==> config.mk <==
export PLATFORM = sky130hd
export DESIGN_NAME = pipelined_op_decoder
export DESIGN_NICKNAME = d
export VERILOG_FILES = /design/src/rtl/pipelined_op_decoder.sv
export SDC_FILE = /design/constraint.sdc
export NUM_CORES = 1
export LEC_CHECK = 0
export ABC_AREA = 0
export CAP_MARGIN = 40
export CORE_UTILIZATION = 45
export DETAILED_ROUTE_END_ITERATION = 12
export PLACE_DENSITY = 0.77
export SETUP_SLACK_MARGIN = 0.15
export SLEW_MARGIN = 0
export SYNTH_ARGS = -nofsm -noshare
export SYNTH_HDL_FRONTEND = slang
export SYNTH_SLANG_ARGS = --single-unit
==> constraint.sdc <==
create_clock -name clk -period 1.5 [get_ports clk]
set_clock_uncertainty 0.15 [all_clocks]
set_input_delay 0.15 -clock clk [delete_from_list [all_inputs] [get_ports clk]]
set_output_delay 0.15 -clock clk [all_outputs]
set_load 0.05 [all_outputs]
==> src/rtl/pipelined_op_decoder.sv <==
// Registered opcode decoder with valid/ready handshake, illegal-op flagging and post-mul/div issue stall.
// Optional performance counters are enabled with `define DECODER_PERF_EN.
module pipelined_op_decoder #(
    parameter  int                       OPCODE_W     = 3,
    localparam int                       CTRL_W       = 2**OPCODE_W,
    parameter  logic [2**OPCODE_W-1:0]   LEGAL_MASK   = 'h0F,
    parameter  logic [2**OPCODE_W-1:0]   MULTI_MASK   = 'h0C,
    parameter  int                       MULTI_CYCLES = 3
) (
    input  logic                clk,
    input  logic                rst_n,
    input  logic                flush,
    input  logic                in_valid,
    output logic                in_ready,
    input  logic [OPCODE_W-1:0] in_opcode,
    output logic                out_valid,
    input  logic                out_ready,
    output logic [CTRL_W-1:0]   control_signal,
    output logic [OPCODE_W-1:0] decoded_opcode,
    output logic                illegal,
    output logic                busy
`ifdef DECODER_PERF_EN
    ,
    output logic [15:0]         issue_count,
    output logic [15:0]         illegal_count
`endif
);

    localparam bit STALL_EN = (MULTI_CYCLES > 0);
    localparam int CNT_W    = (MULTI_CYCLES < 1) ? 1 : $clog2(MULTI_CYCLES + 1);

    typedef enum logic [1:0] {EMPTY, FULL, HOLD} state_t;

    state_t             state, state_next;
    logic [CNT_W-1:0]   hold_cnt;
    logic               held_multi;
    logic               load;
    logic               out_hs;

    // Only a legal multi-cycle op stalls the ALU; illegal ops pass straight through.
    assign held_multi = STALL_EN && MULTI_MASK[decoded_opcode] && !illegal;
    assign load       = in_valid && in_ready;
    assign out_hs     = out_valid && out_ready;

    // NOTE: sequential state uses non-blocking assignments so every register samples pre-edge values.
    always_ff @(posedge clk or negedge rst_n) begin
        if (!rst_n) state <= EMPTY;
        else        state <= state_next;
    end

    always_comb begin
        // NOTE: default first so every path assigns state_next and no latch is inferred.
        state_next = state;
        unique case (state)
            EMPTY: if (in_valid) state_next = FULL;
            FULL: begin
                if (out_ready) begin
                    if (held_multi)    state_next = HOLD;
                    else if (in_valid) state_next = FULL;
                    else               state_next = EMPTY;
                end
            end
            HOLD:    if (hold_cnt <= CNT_W'(1)) state_next = EMPTY;
            default: state_next = EMPTY;
        endcase
        if (flush) state_next = EMPTY;
    end

    always_comb begin
        in_ready  = 1'b0;
        out_valid = (state == FULL);
        busy      = (state == HOLD);
        unique case (state)
            EMPTY:   in_ready = 1'b1;
            FULL:    in_ready = out_ready && !held_multi;
            default: in_ready = 1'b0;
        endcase
        if (flush) in_ready = 1'b0;
    end

    always_ff @(posedge clk or negedge rst_n) begin
        if (!rst_n) begin
            hold_cnt <= '0;
        end else if (flush) begin
            hold_cnt <= '0;
        end else if (state == FULL && out_ready && held_multi) begin
            hold_cnt <= CNT_W'(MULTI_CYCLES);
        end else if (state == HOLD) begin
            hold_cnt <= hold_cnt - CNT_W'(1);
        end
    end

    always_ff @(posedge clk or negedge rst_n) begin
        if (!rst_n) begin
            control_signal <= '0;
            decoded_opcode <= '0;
            illegal        <= 1'b0;
        end else if (flush) begin
            control_signal <= '0;
            illegal        <= 1'b0;
        end else if (load) begin
            control_signal <= LEGAL_MASK[in_opcode] ? (CTRL_W'(1) << in_opcode) : '0;
            decoded_opcode <= in_opcode;
            illegal        <= !LEGAL_MASK[in_opcode];
        end
    end

`ifdef DECODER_PERF_EN
    // Counters survive flush; only reset clears them.
    always_ff @(posedge clk or negedge rst_n) begin
        if (!rst_n) begin
            issue_count   <= '0;
            illegal_count <= '0;
        end else if (out_hs) begin
            if (issue_count != 16'hFFFF)            issue_count   <= issue_count + 16'd1;
            if (illegal && illegal_count != 16'hFFFF) illegal_count <= illegal_count + 16'd1;
        end
    end
`endif

endmodule

==> reports/results.ini <==
[status]
outcome=finished, violations left
violations=DRC, setup timing

[power]
p_leak_nw=0.607
vdd_drop_max_v=0.000760
pwr_density_cell_nw_per_um2=893

[logic_synthesis]
synth_edf_count=0
syn-cell-area_um2=786
yosysWarnings=0
synthCells=63
ys.flop_type=dfrtp_1
ys_ff_latch=16
syn_avg_cell_area_um2=12.5
synth.distinct_cells=24
async_flop_share_pct=100
yosysSeqAreaShare_pct=51.0
synth_fp_nets=72

[routing]
post_drt_wl_per_cell_um=16.7
drc_errors=3
dr_wl_met3_um=98
drt_iter0_drc=9
firstDrtPassIters=8
viasPerCell=5.44
postRouteAntennaNets=0
wl_met2_mm=1.09
totalWireLength_mm=1.94
top_layer_used=met4
wl_met1_um=730
vias=631

[global_route]
antenna_found_initial=0
gr-total-overflow=0
grtUsageTotal_pct=23.5
grt_pass1_wl_mm=3.08
grt_max_degree=17
grt_pass1_vias=631

[final_layout]
fin_nets=110
syn2layout_area_growth_pct=76.3
final.fill_count=71
layout_common_cells=buf_12 (16), dfrtp_1 (12), buf_4 (10)
layout_commonest_cell=buf_12
stdcell_area_um2=1390
diodes=0
fin_util_pct=87.9
drive_above_1_share_pct=53.0

[setup_path]
end_kind=output port
cp_data_required_time_ps=1200
path_class=reg -> out
arrival_ps=1210
crit_fanout=3
cp-start-kind=register

[timing]
post-route-min-period_ps=1510
worst_slew_pin_slew_ps=240
max-slew-margin-rel_pct=83.8
postLayoutSetupSlackWorst_ps=-9.91
fin_hold_ws_ps=23.4
min_period_over_period_pct=101
max_freq_mhz=662
fin_tns_setup_ps=-9.91
hold_violations=0
finalSetupViolations=1
slew_viol_final=0
rsz0062_at_grt=true

[floorplan]
core_area_um2=1580
die-width_um=43.8
ios=23
start_util_pct=49.8
row_count=14
die_height_um=43.8
dieArea_um2=1920

[place]
gp_congestion=0.709
placed_area_um2=1250
hpwl_mm=1.22
port_buffers=22

[cts]
worstSkewPairLatency_ps=280
clock-sinks=16
h-tree-depth=1
cts-root-buf=clkbuf_4
cts_tree=built
clock_path_buffers=2
numCtsBuffers=3
clk_pin_slew_worst_paths_ps=90

[flow_run]
cap_violations=0

[hold_path]
worst_hold_path_type=in -> async

[timing repair]
item                       CTS  global route
setup endpoints to repair   11            19
hold buffers                 0             0
resized for setup            4             6
pin swaps                    4             3
setup buffers                5             1
[through the flow]
stage	total power [mW]	instances	setup slack [ps]
final	1.24	116	-9.91
after global placement	0.918	106	-119
after CTS	1.23	115	-24.7
after global routing	1.30	116	-72.1
after floorplan	0.707	63	-45.8
after detailed placement	0.925	106	-129
[routing by layer]
metal / vias to the layer above / GRT usage (%)
li1: 294 / -
met1: 306 / 27.1
met2: 27 / 38.2
met3: 4 / 4.58
met4: 0 / 18.1
met5: - / 0
[power breakdown]
group | switching [mW] | internal, mW | total [mW]
clock | 0.132 | 0.148 | 0.279
combinational | 0.220 | 0.246 | 0.466
sequential | 0.0297 | 0.462 | 0.492
total | 0.381 | 0.856 | 1.24
[cells in the mapped netlist, types with 2 or more instances]
library cell | n | share of area, %
mux2i_1 | 5 | 6.4
inv_1 | 2 | 0.96
mux2_2 | 3 | 4.3
and4_4 | 2 | 2.9
nor2_1 | 3 | 1.4
nand3b_1 | 2 | 1.9
nor2b_1 | 3 | 2.4
dfrtp_1 | 16 | 51
a21oi_1 | 3 | 1.9
nor3b_2 | 4 | 6.4
nand2b_1 | 6 | 4.8
nand3_1 | 2 | 1.3
[worst max-delay path, cell delays in order, from the launching register on]
cell       delay [ps]
dfrtp_2           410
nand4bb_4         230
nand3_2           100
nor2_4             40
buf_12            150
[final timing paths]
check / startpoint / end / slack (ps) / cells after the start
max reg2reg: decoded_opcode[2] / control_signal[5] / 0 / 5
max in group asynchronous: rst_n / state[0] / 980 / 2
max: decoded_opcode[2] / in_ready / -10 / 4
min in group clk: in_opcode[0] / control_signal[1] / 400 / 3
min: rst_n / control_signal[1] / 20 / 2
min reg2reg: hold_cnt[1] / state[1] / 440 / 2
[sequential cells by signal, summed over array words and instances, names as in the netlist]
signal / count
illegal: 1
state: 2
decoded_opcode: 3
control_signal: 8
hold_cnt: 2
[layout make-up]
type / instances / area (um^2) / share of cell area, %
multi-input cells: 43 / 428 / 30.9
repair buffers: 35 / 488 / 35.2
well taps: 16 / 20.0 / 1.45
flip-flops and latches: 16 / 405 / 29.3
inverters: 2 / 7.51 / 0.542
clock buffers: 4 / 36.3 / 2.62
[kinds of logic (layout without fill, tap and decap cells)]
| family | after synthesis | count (layout) | synth area share [%] |
|---|---|---|---|
| simple gates | 28 | 28 | 28.3 |
| flops | 16 | 16 | 51.0 |
| mux | 8 | 8 | 10.7 |
| compound gates | 5 | 5 | 4.30 |
| buf+inv | 4 | 41 | 3.03 |
| fa+ha+maj | 1 | 1 | 1.59 |
| xor+xnor | 1 | 1 | 1.11 |
Power figures use the tool's default switching activity.
